File: src/rtl/sa_pkg.sv
// ============================================================================
// Module  : sa_pkg
// Brief   : Shared constants for the serial word assembler: FSM state
//           encodings and the default assembled word width.
// Rev     : 1.0  initial release
// ============================================================================
`default_nettype none

package sa_pkg;

    localparam int c_default_width = 4;

    localparam logic [1:0] ST_IDLE  = 2'd0;
    localparam logic [1:0] ST_SHIFT = 2'd1;
    localparam logic [1:0] ST_PAR   = 2'd2;

endpackage

`default_nettype wire

File: src/rtl/sa_shift_reg.sv
// ============================================================================
// Module  : sa_shift_reg
// Brief   : WIDTH-bit capture register with indexed single-bit write and a
//           synchronous clear that may coincide with a write.
// Rev     : 1.0  initial release
// ============================================================================
`default_nettype none

module sa_shift_reg
    import sa_pkg::*;
#(
    parameter int WIDTH = c_default_width,
    parameter int IDX_W = $clog2(WIDTH)
) (
    input  logic             clk,
    input  logic             rst,
    input  logic             i_en,
    input  logic             i_clr,
    input  logic [IDX_W-1:0] i_idx,
    input  logic             i_bit,
    output logic [WIDTH-1:0] o_q
);

    logic [WIDTH-1:0] r_q;
    logic [WIDTH-1:0] w_next;

    // Clear and write in the same cycle: bit 0 of a new word lands on a clean register.
    always_comb begin
        w_next = i_clr ? '0 : r_q;
        if (i_en) begin
            w_next[i_idx] = i_bit;
        end
    end

    always_ff @(posedge clk or posedge rst) begin
        if (rst) begin
            r_q <= '0;
        end else if (i_en || i_clr) begin
            r_q <= w_next;
        end
    end

    assign o_q = r_q;

endmodule

`default_nettype wire

File: src/rtl/serial_word_assembler.sv
// ============================================================================
// Module  : serial_word_assembler
// Brief   : Deserializes an LSB-first qualified bit stream into WIDTH-bit
//           words with a one-cycle Load pulse. Optional even-parity frame
//           check enabled by defining PARITY_CHECK_EN.
// Rev     : 1.0  initial release
// ============================================================================
`default_nettype none

module serial_word_assembler
    import sa_pkg::*;
#(
    parameter int WIDTH = c_default_width,
    parameter int CNT_W = $clog2(WIDTH + 1)
) (
    input  logic             CLK,
    input  logic             RST,
    input  logic             SerIn,
    input  logic             SerValid,
    input  logic             Abort,
    output logic [WIDTH-1:0] Word,
    output logic             Load,
    output logic             Busy,
    output logic             ParErr
);

    localparam int IDX_W = $clog2(WIDTH);

    logic [1:0]       r_state;
    logic [CNT_W-1:0] r_count;
    logic [WIDTH-1:0] r_word;
    logic             r_load;
    logic [WIDTH-1:0] w_shreg;
    logic             w_take;
    logic             w_sh_en;
    logic             w_sh_clr;
    logic [IDX_W-1:0] w_sh_idx;
    logic             w_last_bit;

    assign w_take     = SerValid && !Abort;
    assign w_sh_en    = w_take && ((r_state == ST_IDLE) || (r_state == ST_SHIFT));
    assign w_sh_clr   = w_take && (r_state == ST_IDLE);
    assign w_sh_idx   = (r_state == ST_IDLE) ? '0 : r_count[IDX_W-1:0];
    assign w_last_bit = (r_count == CNT_W'(WIDTH - 1));

    sa_shift_reg #(
        .WIDTH (WIDTH),
        .IDX_W (IDX_W)
    ) u_shreg (
        .clk   (CLK),
        .rst   (RST),
        .i_en  (w_sh_en),
        .i_clr (w_sh_clr),
        .i_idx (w_sh_idx),
        .i_bit (SerIn),
        .o_q   (w_shreg)
    );

`ifdef PARITY_CHECK_EN
    logic r_par;
    logic r_par_err;

    always_ff @(posedge CLK or posedge RST) begin
        if (RST) begin
            r_state   <= ST_IDLE;
            r_count   <= '0;
            r_par     <= 1'b0;
            r_word    <= '0;
            r_load    <= 1'b0;
            r_par_err <= 1'b0;
        end else begin
            r_load    <= 1'b0;
            r_par_err <= 1'b0;
            if (Abort) begin
                r_state <= ST_IDLE;
                r_count <= '0;
                r_par   <= 1'b0;
            end else if (SerValid) begin
                case (r_state)
                    ST_IDLE: begin
                        r_state <= ST_SHIFT;
                        r_count <= CNT_W'(1);
                        r_par   <= SerIn;
                    end
                    ST_SHIFT: begin
                        r_count <= r_count + CNT_W'(1);
                        r_par   <= r_par ^ SerIn;
                        if (w_last_bit) begin
                            r_state <= ST_PAR;
                        end
                    end
                    ST_PAR: begin
                        // Even parity across data plus parity bit must XOR to zero.
                        if ((r_par ^ SerIn) == 1'b0) begin
                            r_word <= w_shreg;
                            r_load <= 1'b1;
                        end else begin
                            r_par_err <= 1'b1;
                        end
                        r_state <= ST_IDLE;
                        r_count <= '0;
                        r_par   <= 1'b0;
                    end
                    default: begin
                        r_state <= ST_IDLE;
                        r_count <= '0;
                        r_par   <= 1'b0;
                    end
                endcase
            end
        end
    end

    assign ParErr = r_par_err;
`else
    logic [WIDTH-1:0] w_assembled;

    // The completing bit is still on SerIn; merge it so Word updates on its sampling edge.
    always_comb begin
        w_assembled            = w_shreg;
        w_assembled[WIDTH-1]   = SerIn;
    end

    always_ff @(posedge CLK or posedge RST) begin
        if (RST) begin
            r_state <= ST_IDLE;
            r_count <= '0;
            r_word  <= '0;
            r_load  <= 1'b0;
        end else begin
            r_load <= 1'b0;
            if (Abort) begin
                r_state <= ST_IDLE;
                r_count <= '0;
            end else if (SerValid) begin
                case (r_state)
                    ST_IDLE: begin
                        r_state <= ST_SHIFT;
                        r_count <= CNT_W'(1);
                    end
                    ST_SHIFT: begin
                        if (w_last_bit) begin
                            r_word  <= w_assembled;
                            r_load  <= 1'b1;
                            r_count <= '0;
                            r_state <= ST_IDLE;
                        end else begin
                            r_count <= r_count + CNT_W'(1);
                        end
                    end
                    default: begin
                        r_state <= ST_IDLE;
                        r_count <= '0;
                    end
                endcase
            end
        end
    end

    assign ParErr = 1'b0;
`endif

    assign Word = r_word;
    assign Load = r_load;
    assign Busy = (r_state != ST_IDLE);

endmodule

`default_nettype wire

File: config.mk
export PLATFORM = sky130hd
export DESIGN_NAME = serial_word_assembler
export DESIGN_NICKNAME = d
export VERILOG_FILES = /design/src/rtl/sa_pkg.sv /design/src/rtl/sa_shift_reg.sv /design/src/rtl/serial_word_assembler.sv
export SDC_FILE = /design/constraint.sdc
export NUM_CORES = 1
export LEC_CHECK = 0
export ABC_CLOCK_PERIOD_IN_PS = 2150
export CORE_AREA = 2 2 39 41
export CTS_CLUSTER_DIAMETER = 80
export DETAILED_ROUTE_END_ITERATION = 16
export DIE_AREA = 0 0 41 43
export HOLD_SLACK_MARGIN = 0.02
export PLACE_DENSITY = 0.75
export RECOVER_POWER = 25
export SLEW_MARGIN = 40
export SYNTH_ARGS = -nofsm -noshare
export SYNTH_HDL_FRONTEND = slang
export SYNTH_HIERARCHICAL = 1
export SYNTH_SLANG_ARGS = --single-unit
File: constraint.sdc
create_clock -name CLK -period 2.15 [get_ports CLK]
set_input_delay 0.43 -clock CLK [delete_from_list [all_inputs] [get_ports CLK]]
set_output_delay 0.43 -clock CLK [all_outputs]
set_load 0.03 [all_outputs]
==> qor.txt, run 1 <==
Buf/Inv on CP - 1
Slowest-stage cell, CP - clkdlybuf4s50_1
Cell family with the largest share of critical-path delay - buffers and inverters
Crit Path Category - reg -> out
Vias per std cell - 4.96
Share of cells above drive strength 1 - 23.3%
Status - completed
Die Wd - 41 um
Dpl ws - 175 ps
Worst-Skew Late Latency - 260 ps
Die Y - 43 um
Critical-path cell list - clkdlybuf4s50_1
Post-Syn Area - 603 um^2
# hold bufs at CTS - 0
Final WS setup - 228 ps
Number of setup violations in the final report - 0
Final Hold Fails - 0
GR Overflow Total - 0
Largest net degree at the start of global routing - 11
Post-CTS Resized - 0
Post-Layout Cell Count - 76
Final net count - 68
Worst Path Max Fanout - 10
Gr usage total - 12.9%
CP peak stage delay - 740 ps
HP Class - in -> async
Area grow syn2layout - 23.0%
DP HPWL - 730 um
Worst-path clk slew - 70 ps
1st-iter DRT viols - 1
DRT Wirelength - 914 um
Worst hold slack - 504 ps
DRC - 0
CTS tree - built
Clock buffer depth - 2
Maxcap violations - 0
Postcts setup bufs - 0
Most common cell after layout, fill and taps aside - dfrtp_1
Final TNS setup - 0 ps
Drt wl/cell - 12.0 um
Yosys warnings - 6
Number of cell rows - 14
Initial antenna violation count - 0
CP Capture Type - primary output
Vias in the first global route - 340
RD Place Congestion - 0.701
Clock Sinks - 12
Clk root buf - clkbuf_4
Clock buffer count from CTS - 3
N_diodes - 0
LEAKAGE - 0.356 nW
Min Tclk post-route - 1920 ps
H-tree levels - 1
Die Area - 0.00176 mm^2
Layout filler cell count - 117
IO buf count - 10
Pins over their slew limit - 0
Worst IR drop on VDD - 0.307 mV
Vias - 377
Final worst path period share - 89.4%
Cells after Synth - 47
Max Fclk - 520 MHz
Most frequent cells in the layout - dfrtp_1 (12), clkdlybuf4s50_1 (9), mux2_4 (6)
WP data arrival - 1490 ps
PwrDens - 570 mW/mm^2
TritonRoute pass-1 iters - 2
Initial Util - 43.6%
Dpl cells - 73
Synth Net Count - 53
Critical Path RT - 1720 ps
Worst Skew - 3.28 ps
CP startpoint kind - register
Syn_area_per_cell - 12.8 um^2
Unrepaired setup endpoints after global routing - false
Pwr Total - 423 uW
First-pass GRT wire length - 1480 um
Final ANT Viol Nets - 0
IO Count - 12
Core area - 0.00138 mm^2
[report_power, final]
group / switching, mW / internal [mW] / total, mW
clock: 0.0606 / 0.0645 / 0.125
combinational: 0.0262 / 0.0292 / 0.0555
sequential: 0.00818 / 0.234 / 0.243
total: 0.0950 / 0.328 / 0.423
[metrics by stage]
step	instance area, um^2	util (%)
floorplan	603	-
global placement	719	52.0
detailed placement	719	52.0
CTS	742	53.6
global route	742	53.6
finish	742	53.6
[path summary, 6_finish.rpt]
check                      cells after the start              startpoint                          to  slack [ps]
hold reg to reg                                1     Word[1]$_DFFE_PP0P_         Word[1]$_DFFE_PP0P_         510
setup reg to reg                               3  r_count[0]$_DFFE_PP0P_         Word[2]$_DFFE_PP0P_         710
setup / recovery                               1  r_state[0]$_DFFE_PP0P_                        Busy         230
min in group CLK                               1     Word[1]$_DFFE_PP0P_         Word[1]$_DFFE_PP0P_         510
max in group asynchronous                      2                     RST      r_count[2]$_DFFE_PP0P_        1300
hold / removal                                 2                     RST  u_shreg/o_q[0]$_DFFE_PP0P_         500
[metal layers]
metal | GRT usage (%) | wire, um
met4 | 8.00 | 11
met3 | 3.66 | 46
met5 | 0 | 0
met1 | 15.9 | 419
met2 | 18.8 | 437
[cell type report]
type                            instances  area [um^2]  area share (%)
Tap cell                               16         20.0            2.70
Sequential cell                        12          300            40.5
Timing Repair Buffer                   12          115            15.5
Clock buffer                            3         22.5            3.04
Inverter                                3         11.3            1.52
Multi-Input combinational cell         30          273            36.8
[flip-flops by register name (all words and copies together) (netlist names)]
name / flops
Load: 1
u_shreg/o_q: 3
r_count: 3
r_state: 1
Word: 4
Note: power is estimated with default switching activity, not from simulation.
==> inputs of run 2 (changes only) <==
- CORE_AREA: 2 2 39 41 -> not set
- CORE_UTILIZATION: not set -> 50
- DIE_AREA: 0 0 41 43 -> not set
- PLACE_DENSITY: 0.75 -> 0.77
==> qor.txt, run 2 (synthesis gave the netlist of run 1 again) <==
Post-CTS Resized - 0
Critical-path cell list - clkdlybuf4s50_1
CP peak stage delay - 730 ps
Final Hold Fails - 0
GR Overflow Total - 0
Maxcap violations - 0
H-tree levels - 1
Share of cells above drive strength 1 - 22.0%
Die Wd - 36.7 um
Clock Sinks - 12
Core area - 0.00111 mm^2
HP Class - in -> async
Worst IR drop on VDD - 0.258 mV
Dpl cells - 70
Postcts setup bufs - 0
Vias in the first global route - 357
TritonRoute pass-1 iters - 4
Vias per std cell - 5.25
# hold bufs at CTS - 0
Max Fclk - 518 MHz
IO buf count - 10
Max reg flops - 4
Layout filler cell count - 83
FF-to-FF Start - r_count[0]$_DFFE_PP0P_
Buf/Inv on CP - 1
Most common cell after layout, fill and taps aside - dfrtp_1
DP HPWL - 777 um
CP startpoint kind - register
1st-iter DRT viols - 7
Slowest-stage cell, CP - clkdlybuf4s50_1
Drt wl/cell - 13.9 um
RD Place Congestion - 0.711
Final net count - 67
WP data arrival - 1500 ps
First-pass GRT wire length - 1610 um
IO Count - 12
N_diodes - 0
Most frequent cells in the layout - dfrtp_1 (12), clkdlybuf4s50_1 (9), mux2_4 (6)
Largest net degree at the start of global routing - 11
Cell family with the largest share of critical-path delay - buffers and inverters
Post-Layout Cell Count - 73
Pins over their slew limit - 0
Die Area - 0.00135 mm^2
Clock buffer depth - 2
Worst Path Max Fanout - 10
Area grow syn2layout - 21.4%
Status - completed
Unrepaired setup endpoints after global routing - false
PwrDens - 592 mW/mm^2
Pwr Total - 433 uW
Number of setup violations in the final report - 0
Final ANT Viol Nets - 0
Gr usage total - 18.3%
Clock buffer count from CTS - 3
LEAKAGE - 0.351 nW
Critical Path RT - 1720 ps
Crit Path Category - reg -> out
Die Y - 36.7 um
Clk root buf - clkbuf_4
Final TNS setup - 0 ps
Worst-path clk slew - 70 ps
Worst-Skew Late Latency - 270 ps
Initial Util - 54.3%
Min Tclk post-route - 1930 ps
CP Capture Type - primary output
Worst setup startpoint - r_state[0]$_DFFE_PP0P_
Worst Skew - 3.41 ps
CTS tree - built
DRC - 0
Initial antenna violation count - 0
Final worst path period share - 89.7%
DRT Wirelength - 1010 um
Vias - 383
Number of cell rows - 12
## run 2: report_power, final
part           switching [mW]  leakage (nW)  total [mW]  internal [mW]
registers             0.00776         0.163       0.242          0.234
logic                  0.0273         0.175      0.0555         0.0282
clock network          0.0710        0.0138       0.136         0.0649
## run 2: metrics by stage
stage	cell area (um^2)	hold WS (ps)	setup slack (ps)	util, %
4_1_cts	732	358	211	65.9
2_1_floorplan	603	184	759	-
3_5_place_dp	709	493	171	63.9
5_1_grt	732	491	162	65.9
6_report	732	492	221	65.9
3_3_place_gp	709	489	232	63.9
## run 2: area by class of cell
type / count / area, um^2 / share of cell area (%)
inverters: 3 / 11.3 / 1.54
well taps: 14 / 17.5 / 2.39
repair buffers: 11 / 108 / 14.7
multi-input cells: 30 / 273 / 37.3
clock buffers: 3 / 22.5 / 3.08
flip-flops and latches: 12 / 300 / 41.0
## run 2: per-layer routing
layer / vias to the layer above / global-route usage [%] / share of wire, %
met3: 5 / 5.49 / 3.9
met4: 0 / 16.7 / 4.6
met5: - / 0 / 0
met1: 177 / 24.7 / 48
met2: 13 / 22.8 / 43
li1: 188 / - / -
## run 2: path summary, 6_finish.rpt
kind	endpoint	slack [ps]	cells past startpoint
max	Busy	220	1
min	u_shreg/o_q[1]$_DFFE_PP0P_	490	2
max reg2reg	Word[0]$_DFFE_PP0P_	730	3
min reg2reg	Word[1]$_DFFE_PP0P_	510	1
max in group asynchronous	Word[0]$_DFFE_PP0P_	1320	2
min in group CLK	Word[1]$_DFFE_PP0P_	510	1
==> inputs of run 3 (changes only) <==
- CAP_MARGIN: not set -> 20
- CORE_MARGIN: not set -> 5
- CORE_UTILIZATION: 50 -> 45
- PLACE_DENSITY: 0.77 -> 0.7
==> qor.txt, run 3 (synthesis gave the netlist of run 1 again) <==
Core area - 0.00128 mm^2
IO Count - 12
Vias in the first global route - 409
Crit Path Category - reg -> out
Max reg flops - 4
Critical-path cell list - clkdlybuf4s50_1
Dpl cells - 71
Die Wd - 46.6 um
Final TNS setup - 0 ps
GR Overflow Total - 0
Maxcap violations - 0
Clock buffer count from CTS - 3
Area grow syn2layout - 21.6%
IO buf count - 10
Largest net degree at the start of global routing - 11
1st-iter DRT viols - 10
Initial antenna violation count - 0
Slowest-stage cell, CP - clkdlybuf4s50_1
Worst Skew - 2.38 ps
Pins over their slew limit - 0
N_diodes - 0
Most common cell after layout, fill and taps aside - dfrtp_1
Final Hold Fails - 0
First-pass GRT wire length - 1850 um
LEAKAGE - 0.351 nW
Vias per std cell - 5.35
CTS tree - built
Clock buffer depth - 2
Min Tclk post-route - 1930 ps
Vias - 396
WP data arrival - 1500 ps
HP Class - in -> async
Worst IR drop on VDD - 0.330 mV
Post-layout util - 57.1%
Pwr Total - 428 uW
Final net count - 67
PwrDens - 584 mW/mm^2
Number of cell rows - 13
TritonRoute pass-1 iters - 4
RD Place Congestion - 0.808
DRT Wirelength - 1040 um
Buf/Inv on CP - 1
Gr usage total - 12.6%
Worst-Skew Late Latency - 260 ps
Worst-path clk slew - 70 ps
CP Capture Type - primary output
Most frequent cells in the layout - dfrtp_1 (12), clkdlybuf4s50_1 (9), mux2_4 (6)
Unrepaired setup endpoints after global routing - false
Drt wl/cell - 14.0 um
Final worst path period share - 89.7%
Postcts setup bufs - 0
DP HPWL - 832 um
Post-CTS Resized - 0
Clk root buf - clkbuf_4
# hold bufs at CTS - 0
Status - completed
Clock Sinks - 12
Critical Path RT - 1720 ps
Worst Path Max Fanout - 10
Max Fclk - 518 MHz
H-tree levels - 1
Initial Util - 46.9%
CP peak stage delay - 730 ps
CP startpoint kind - register
DRC - 0
Die Area - 0.00217 mm^2
Final ANT Viol Nets - 0
Share of cells above drive strength 1 - 22.0%
Die Y - 46.6 um
Number of setup violations in the final report - 0
Post-Layout Cell Count - 74
Cell family with the largest share of critical-path delay - buffers and inverters
[run 3: cell counts in the layout (fill, tap and decap cells not counted)]
Identical to the previous run, type by type.
[run 3: final cells by class]
class / instances / area [um^2]
clock buffer: 3 / 22.5
fill: 130 / 552
inverter: 3 / 11.3
multi-input combinational: 30 / 273
sequential: 12 / 300
tap: 15 / 18.8
timing repair buffer: 11 / 108
[run 3: worst register-to-register path: stages, from the launching register on]
cell     delay (ps)
dfrtp_1         400
ha_1            220
and4_1          370
mux2_4          330
[run 3: worst paths after layout]
check / start / endpoint / slack, ps / cells after the start
max: r_state[0]$_DFFE_PP0P_ / Busy / 220 / 1
min: RST / u_shreg/o_q[1]$_DFFE_PP0P_ / 500 / 2
max reg2reg: r_count[0]$_DFFE_PP0P_ / Word[3]$_DFFE_PP0P_ / 710 / 3
min reg2reg: Word[2]$_DFFE_PP0P_ / Word[2]$_DFFE_PP0P_ / 510 / 1
max in group asynchronous: RST / Word[2]$_DFFE_PP0P_ / 1320 / 2
min in group CLK: Word[2]$_DFFE_PP0P_ / Word[2]$_DFFE_PP0P_ / 510 / 1
[run 3: metal layers]
metal  wire length [um]  up-vias  share of wire [%]  GRT usage [%]
met4                 12        0                1.2           8.29
met2                452       15                 44           18.1
met3                 74        2                7.1           3.52
met5                  0        -                  0              0
li1                   -      185                  -              -
met1                500      194                 48           16.3
[run 3: power by group]
group / leakage (nW) / switching, mW / internal, mW
registers: 0.163 / 0.00883 / 0.234
clock network: 0.0138 / 0.0655 / 0.0646
logic: 0.175 / 0.0266 / 0.0281
[run 3: through the flow]
stage | hold WS [ps] | instance area [um^2] | setup WS [ps]
CTS | 373 | 733 | 215
global route | 504 | 733 | 157
floorplan | 184 | 603 | 759
detailed placement | 504 | 711 | 202
global placement | 504 | 711 | 239
finish | 502 | 733 | 221
